[config.mk]
export PLATFORM = sky130hd
export DESIGN_NAME = vid_pack_writer
export DESIGN_NICKNAME = d
export VERILOG_FILES = /design/src/rtl/vid_pkg.sv /design/src/rtl/vid_row_packer.sv /design/src/rtl/vid_pack_writer.sv
export SDC_FILE = /design/constraint.sdc
export NUM_CORES = 1
export LEC_CHECK = 0
export CORE_AREA = 3 3 201 203
export DETAILED_ROUTE_END_ITERATION = 12
export DIE_AREA = 0 0 204 206
export PLACE_DENSITY_LB_ADDON = 0.15
export SYNTH_ARGS = -nofsm -noshare
export SYNTH_HDL_FRONTEND = slang
export SYNTH_HIERARCHICAL = 1
export SYNTH_SLANG_ARGS = --single-unit
export TNS_END_PERCENT = 1
[constraint.sdc]
create_clock -name clk -period 5.2 [get_ports clk]
set_clock_uncertainty 0.15 [all_clocks]
set_input_delay 0.78 -clock clk [delete_from_list [all_inputs] [get_ports clk]]
set_output_delay 0.78 -clock clk [all_outputs]
set_load 0.01 [all_outputs]
[src/rtl/vid_pkg.sv]
// Shared constants and FSM encoding for the vertex-ID pack writer.
// Latency: none (definitions only).
// Backpressure: none (definitions only).
package vid_pkg;

  localparam int VID_BW_DEF     = 16;
  localparam int Q_DEF          = 16;
  localparam int ADDR_SPACE_DEF = 4;
  localparam int NUM_ROWS_DEF   = 16;

  // Invalid-vertex sentinel at the default ID width; the read side skips lanes holding it.
  localparam logic [VID_BW_DEF-1:0] VID_PAD = '1;

  typedef enum logic [1:0] {
    ST_FILL     = 2'd0,
    ST_FLUSH    = 2'd1,
    ST_WAIT_ACK = 2'd2
  } wr_state_t;

endpackage

[src/rtl/vid_row_packer.sv]
// Packs Q vertex IDs into one row; emits the merged row and a commit strobe on the filling transfer.
// Latency: row/commit are combinational off the accepting transfer; buffer clears on that same edge.
// Backpressure: none of its own; the caller gates transfers with fire.
// Build option VID_PACK_PAD_EN: unfilled lanes hold all-ones instead of zero.
module vid_row_packer
  import vid_pkg::*;
#(
  parameter int Q      = Q_DEF,
  parameter int VID_BW = VID_BW_DEF
) (
  input  logic                en_clk_unused_guard_n,
  input  logic                clk,
  input  logic                rst,
  input  logic                fire,
  input  logic [VID_BW-1:0]   in_vid,
  input  logic                in_last,
  output logic [VID_BW*Q-1:0] row,
  output logic                commit
);

  localparam int LANE_W = (Q > 1) ? $clog2(Q) : 1;

`ifdef VID_PACK_PAD_EN
  localparam logic [VID_BW-1:0] PAD_VAL = {VID_BW{1'b1}};
`else
  localparam logic [VID_BW-1:0] PAD_VAL = '0;
`endif

  logic [LANE_W-1:0]   lane_cnt;
  logic [VID_BW*Q-1:0] row_buf;
  logic [VID_BW*Q-1:0] row_merged;

  // Current buffer with the incoming ID dropped into its lane, so a commit sees the complete row.
  always_comb begin
    row_merged = row_buf;
    row_merged[VID_BW*lane_cnt +: VID_BW] = in_vid;
  end

  assign row    = row_merged;
  assign commit = fire && ((lane_cnt == LANE_W'(Q - 1)) || in_last) && en_clk_unused_guard_n;

  // Lane fill; a commit restarts at lane 0 with a pad-filled buffer for full-rate back-to-back rows.
  always_ff @(posedge clk) begin
    if (rst || commit) begin
      lane_cnt <= '0;
      row_buf  <= {Q{PAD_VAL}};
    end else if (fire) begin
      lane_cnt <= lane_cnt + 1'b1;
      row_buf  <= row_merged;
    end
  end

endmodule

[src/rtl/vid_pack_writer.sv]
// Streams vertex IDs into packed SRAM rows at consecutive addresses, then handshakes batch completion.
// Latency: final ID accepted at t -> wsb low at t+1 -> batch_done pulse at t+2.
// Backpressure: in_ready drops from batch-end commit until batch_ack; no address wrap within a batch.
// Build option VID_PACK_PAD_EN selects the pad value of partial rows (all-ones vs zero).
module vid_pack_writer
  import vid_pkg::*;
#(
  parameter int ADDR_SPACE = ADDR_SPACE_DEF,
  parameter int Q          = Q_DEF,
  parameter int VID_BW     = VID_BW_DEF,
  parameter int NUM_ROWS   = NUM_ROWS_DEF
) (
  input  logic                  clk,
  input  logic                  rst,
  input  logic                  in_valid,
  output logic                  in_ready,
  input  logic [VID_BW-1:0]     in_vid,
  input  logic                  in_last,
  output logic                  wsb,
  output logic [ADDR_SPACE-1:0] waddr,
  output logic [VID_BW*Q-1:0]   wdata,
  output logic                  batch_done,
  output logic [ADDR_SPACE:0]   rows_written,
  input  logic                  batch_ack
);

  localparam logic [ADDR_SPACE:0] ROW_LAST = (ADDR_SPACE + 1)'(NUM_ROWS - 1);

  wr_state_t             state;
  logic [ADDR_SPACE:0]   row_ptr;
  logic                  fire;
  logic                  commit;
  logic                  batch_end;
  logic [VID_BW*Q-1:0]   row;

  assign fire         = in_valid && in_ready;
  assign batch_end    = in_last || (row_ptr == ROW_LAST);
  assign rows_written = row_ptr;

  vid_row_packer #(
    .Q      (Q),
    .VID_BW (VID_BW)
  ) u_packer (
    .en_clk_unused_guard_n (1'b1),
    .clk                   (clk),
    .rst                   (rst),
    .fire                  (fire),
    .in_vid                (in_vid),
    .in_last               (in_last),
    .row                   (row),
    .commit                (commit)
  );

  // Batch FSM plus registered SRAM write port; wsb is a single-cycle low per committed row.
  always_ff @(posedge clk) begin
    if (rst) begin
      state      <= ST_FILL;
      in_ready   <= 1'b1;
      wsb        <= 1'b1;
      waddr      <= '0;
      wdata      <= '0;
      batch_done <= 1'b0;
      row_ptr    <= '0;
    end else begin
      wsb        <= 1'b1;
      batch_done <= 1'b0;
      if (commit) begin
        wsb   <= 1'b0;
        waddr <= row_ptr[ADDR_SPACE-1:0];
        wdata <= row;
      end
      if (!wsb) begin
        row_ptr <= row_ptr + 1'b1;
      end
      case (state)
        ST_FILL: begin
          if (commit && batch_end) begin
            state    <= ST_FLUSH;
            in_ready <= 1'b0;
          end
        end
        ST_FLUSH: begin
          state      <= ST_WAIT_ACK;
          batch_done <= 1'b1;
        end
        ST_WAIT_ACK: begin
          if (batch_ack) begin
            state    <= ST_FILL;
            in_ready <= 1'b1;
            row_ptr  <= '0;
          end
        end
        default: begin
          state    <= ST_FILL;
          in_ready <= 1'b1;
        end
      endcase
    end
  end

endmodule
### After elaboration in Yosys (flattened, before gate mapping)

Index checks and enable logic that the tools add are counted.

| cells by class | value |
|---|---|
| $add $sub $neg | 3 |
| eq/ne operators | 6 |
| bitwise operators | 1 |
| reductions and logical operators | 9 |
| shifts and indexed selects | 2 |
| muxes and demuxes | 12 |

Operators with widths:

| operator | count |
|---|---|
| bitwise mux 256 bit | 1 |
| variable shift 16 x 34 -> 256 bit (first input constant) | 1 |
| indexed part select 16 x 34 -> 256 bit | 1 |
| negation 8 -> 34 bit | 1 |
| two-way mux 5 bit | 3 |
| case mux 2 bit (3 select lines) | 1 |
| adder 5 x 1 -> 5 bit (second input constant) | 1 |
| equality test 5 x 4 -> 1 bit (second input constant) | 1 |
| adder 4 x 1 -> 4 bit (second input constant) | 1 |
| equality test 4 bit (second input constant) | 1 |
| two-way mux 1 bit | 4 |
| two-way mux 2 bit | 2 |
| != test 2 bit (second input constant) | 2 |
| logical AND 1 bit | 3 |
| logical OR 1 bit | 3 |
| case mux 1 bit (3 select lines) | 1 |
| AND reduction 3 bit | 1 |
| equality test 2 x 1 -> 1 bit (second input constant) | 1 |
| equality test 2 bit (second input constant) | 1 |
| logical NOT 2 bit | 1 |
| AND reduction 2 bit | 1 |
| NOT 1 bit | 1 |

| storage, ports and cells | value |
|---|---|
| output and inout bits | 268 |
| bits in registers | 530 |
| word-level logic and storage cells | 42 |
| bits of input ports | 21 |

### Depth between registers and ports, before layout

| depth | value |
|---|---|
| depth after elaboration | 6 |
| depth in mapped cells | 13 |
| mapped depth without buffers | 8 |

### Modules after synthesis

Netlist, hierarchy kept.

By module, submodules not included:

| module | cells each | seq. area each (um^2) | instances | area each (um^2) |
|---|---|---|---|---|
| vid_row_packer | 1,702 | 5,205.0 | 1 | 13,675.6 |
| vid_pack_writer | 879 | 5,405.2 | 1 | 9,589.2 |

### Least setup slack after synthesis

No wires, ideal clock.

| timing | value |
|---|---|
| kind | reg2reg |
| start point | reg u_packer.lane_cnt[0] |
| end point | reg wdata[208] |
| clock period less this slack | 3.378 ns |
| slack | 1.822 ns |
| library setup time | 0.128 ns |
| arrival | 3.100 ns |
| data required time | 4.922 ns |
| buffers on the path | 5 |
| cell stages (with the launch flop) | 14 |
| cell sequence | dfxtp_1 > clkbuf_1 > clkbuf_1 > clkbuf_1 > nor3_1 > ha_1 > buf_6 > nor2_1 > o21ai_1 > nor2_2 > buf_4 > mux2_1 > mux2i_1 > nor2_1 |

| between the ends | value |
|---|---|
| longest elaborated chain between the ends | 3 |
| elaborated cells on any way between the ends | 7 |
| those cells by class | 1 x add/sub; 1 x eq/ne; 2 x shift; 1 x mux; 2 x reduce/logical |

Ends and longest elaborated chain:

| element | RTL line | source |
|---|---|---|
| from (decl) | vid_row_packer.sv:29 | `logic [LANE_W-1:0] lane_cnt;` |
| from (signal assigned) | vid_row_packer.sv:48 | `lane_cnt <= lane_cnt + 1'b1;` |
| negation 8 -> 34 bit (*) | vid_row_packer.sv:36 | `row_merged[VID_BW*lane_cnt +: VID_BW] = in_vid;` |
| indexed part select 16 x 34 -> 256 bit or variable shift 16 x 34 -> 256 bit (tied branches) | vid_row_packer.sv:36 |  |
| bitwise mux 256 bit (*) | vid_row_packer.sv:36 |  |
| via row[208] | vid_pack_writer.sv:34 | `logic [VID_BW*Q-1:0] row;` |
| to (signal assigned) | vid_pack_writer.sv:70 | `wdata <= row;` |
| to (decl) | vid_pack_writer.sv:21 | `output logic [VID_BW*Q-1:0] wdata,` |

Mark *: on every way through the listed nets, which the timed path passes. The rest lies on a longest branch.
A chain may end at the register's enable or synchronous reset.

### Final worst setup path

| timing | value |
|---|---|
| start point | reg u_packer.lane_cnt[0] |
| end point | reg wdata[89] |

Same word-level chain as after synthesis.

==> impl_results.md <==
- Final Cycle Share: 71.26%
- Mux cell area share after synthesis: 22.29%
- Crit path max fanout: 33
- Gate Count Post-Synth: 2581
- Syn_nets: 2607
- Leak Pwr: 9.661 nW
- Clk pin slew, worst setup/hold paths: 0.06 ns
- Postcts setup bufs: 0
- Power Density: 309.4 mW/mm^2
- Grt ovf: 0
- CP endpoint: wdata[89]
- Routed Antenna Nets: 0
- # clock sinks: 530
- Max clock buf depth: 3
- Crit start category: register
- Critical path's slowest cell: nor2_2
- First-pass DRT Iterations: 6
- Synthesized area per cell: 9.014 sq um
- Yosys warning total: 6
- DRT iter0 DRCs: 1699
- Routability cong.: 0.8191
- Final #Nets: 2772
- Post-Synth XOR/XNOR Area: 0.3334%
- Die height: 206 microns
- Crit. Startpoint: u_packer/lane_cnt[0]
- Sequential fraction of the synthesis area: 45.61%
- CP Depth: 9
- IO buf count: 288
- Core area: 0.03865 sq mm
- Max Clk Rate: 269.9 MHz
- Delay of the slowest critical-path stage: 0.91 ns
- Max-slew violations: 0
- RSZ-0062 raised after global routing: no
- Most frequent cells in the layout: 530 x dfxtp_1, 398 x nor2_1, 374 x mux2i_1
- Layout cells sized above 1: 7.855%
- Post-route DRC: 0
- Hold Crit Class: reg2reg
- R2R Path Start: u_packer/lane_cnt[0]
- Vias in the first global route: 18440
- Worst R2R Path Depth: 9
- Worst flop-to-flop path endpoint: wdata[89]
- Yosys reg bits: 530
- Vias per cell: 5.845
- Final setup violation count: 0
- Routed len/inst: 20.07 microns
- CTS tree: done
- Global-route wire length before repair: 102.0 mm
- Initial antenna violation count: 2
- Final hold slack: 0.3034 ns
- N_diodes: 0
- IR drop worst, VDD: 0.2952 mV
- Final HPWL DP: 41.91 mm
- Post-synth cell types: 52
- Hold-fix buffers, CTS: 0
- Area grow syn2layout: 19.82%
- Compound-Gate Fraction of Synth Area: 8.352%
- Setup CP Type: reg2reg
- Maxcap violations: 0
- Reg-to-reg setup timing slack: 1.49 ns
- Inserted Clock Buffers: 53
- Die extent in x: 204 microns
- Simple-Gate Fraction of Synth Area: 17.80%
- Gr usage total: 30.34%
- Via count: 19330
- CTS root buffer: clkbuf_16
- Worst-margin pin slew: 1.336 ns
- Clock Latency Late Sink: 0.60 ns
- Max_slew headroom: 10.91%
- CP Data Required Time: 5.50 ns
- Critical Path AT: 4.01 ns
- Largest family of logic cells by synthesized area: multiplexers
- Num rows: 72
- Boundary Pins: 289
- Starting Density: 60.20%
- WL final: 66.37 mm
- Largest net degree at the start of global routing: 114
- Final hold viol count: 0
- Most common cell after layout, fill and taps aside: dfxtp_1
- Worst path bufs/invs: 1
- Mapped Area: 0.02326 sq mm
- Adder-cell share of the synthesized area: 0.2689%
- CP top delay family: simple AND/OR/NAND/NOR gates
- Crit-path cells: buf_4 -> nor3_1 -> ha_1 -> and2b_1 -> o21ai_1 -> nor2_2 -> mux2_1 -> mux2i_1 -> nor2_1
- Status: complete, no violations
- Minimum clock period after layout: 3.705 ns
- H-tree depth: 2
- CTS resizes: 0
- Setup crit end kind: register
- Setup TNS: 0 ns
- Die area: 0.04202 sq mm
power by group:
group / internal, mW / leakage, nW / total [mW] / switching, mW
Clock: 2.33 / 0.888 / 3.92 / 1.58
Sequential: 4.07 / 4.27 / 4.08 / 0.0105
Combinational: 0.170 / 4.50 / 0.625 / 0.454
through the flow:
stage | setup slack [ns] | cells | cell area [sq um] | power [mW] | util, %
detailed placement | 1.309 | 3208 | 26080 | 4.784 | 67.47
finish | 1.495 | 3306 | 27880 | 8.624 | 72.13
floorplan | 1.822 | 2581 | 23260 | 4.613 | -
global route | 1.337 | 3306 | 27880 | 8.870 | 72.13
global placement | 1.378 | 3208 | 26080 | 4.776 | 67.47
CTS | 1.536 | 3305 | 27870 | 8.665 | 72.11
worst register-to-register path: stages (launching register included):
cell and delay (ns):
dfxtp_1 0.33, buf_4 0.33, nor3_1 0.12, ha_1 0.55
and2b_1 0.39, o21ai_1 0.18, nor2_2 0.91, mux2_1 0.41
mux2i_1 0.14, nor2_1 0.06
worst min path at each step:
stage | start | endpoint | slack [ns] | cells past startpoint
after floorplan | u_packer/row_buf[0] | u_packer/row_buf[0] | 0.28 | 2
after global placement | u_packer/row_buf[11] | u_packer/row_buf[11] | 0.29 | 2
after detailed placement | u_packer/row_buf[14] | u_packer/row_buf[14] | 0.29 | 2
after CTS | u_packer/row_buf[14] | u_packer/row_buf[14] | 0.30 | 2
after global routing | u_packer/row_buf[0] | u_packer/row_buf[0] | 0.32 | 2
final | u_packer/row_buf[52] | u_packer/row_buf[52] | 0.30 | 2
state kept, by name, summed over array words and instances, names as in the netlist:
register and flops:
batch_done 1, in_ready 1, rows_written 5, state 2, u_packer/lane_cnt 4, u_packer/row_buf 256
waddr 4, wdata 256, wsb 1
cells by family after synthesis:
| family | count (synthesis) |
|---|---|
| DFF | 530 |
| AOI/OAI and AO/OA | 359 |
| adders and majority gates | 5 |
| xor gates and xnor gates | 8 |
| muxes | 502 |
| buffers and inverters | 238 |
| and+or+nand+nor | 938 |
| other | 1 |
area by class of cell:
| cell class | count | area, sq um |
|---|---|---|
| flip-flops and latches | 530 | 10610 |
| clock inverters | 13 | 168.9 |
| fillers | 2891 | 10770 |
| multi-input cells | 1813 | 11440 |
| well taps | 518 | 648.1 |
| clock buffers | 84 | 1625 |
| repair buffers | 343 | 3362 |
| inverters | 5 | 18.77 |
per-layer routing:
| metal | vias to the layer above | share of wire [%] | global-route usage [%] |
|---|---|---|---|
| li1 | 9106 | - | - |
| met1 | 9323 | 43 | 40.01 |
| met2 | 760 | 46 | 48.89 |
| met3 | 136 | 7.7 | 6.363 |
| met4 | 0 | 4.0 | 12.39 |
| met5 | - | 0 | 0 |
cell usage after synthesis, drive strengths merged:
cell type	instances	share of area (%)
and2b	1	0.032
buf	104	3.2
clkbuf	129	2.1
nor4	5	0.29
a211oi	7	0.57
nor2b	4	0.11
xor2	4	0.18
or3b	1	0.038
and3b	3	0.11
a31oi	1	0.027
mux2i	374	16
nand3	136	3.1
nand3b	3	0.20
ha	5	0.27
inv	5	0.081
or3	1	0.027
o21ai	192	4.2
mux2	128	6.2
xnor2	4	0.15
o41ai	4	0.15
nor3	6	0.13
nor2	403	6.5
conb	1	0.016
or4	3	0.097
a21oi	147	3.2
and2	2	0.054
nor3b	5	0.16
nand2b	26	0.70
nand4b	3	0.11
dfxtp	530	46
o21a	1	0.032
o211ai	6	0.19
nand2	277	4.5
nand4	2	0.054
or2	3	0.081
a31o	1	0.038
and3	54	1.5
Note: power is estimated with default switching activity, not from simulation.
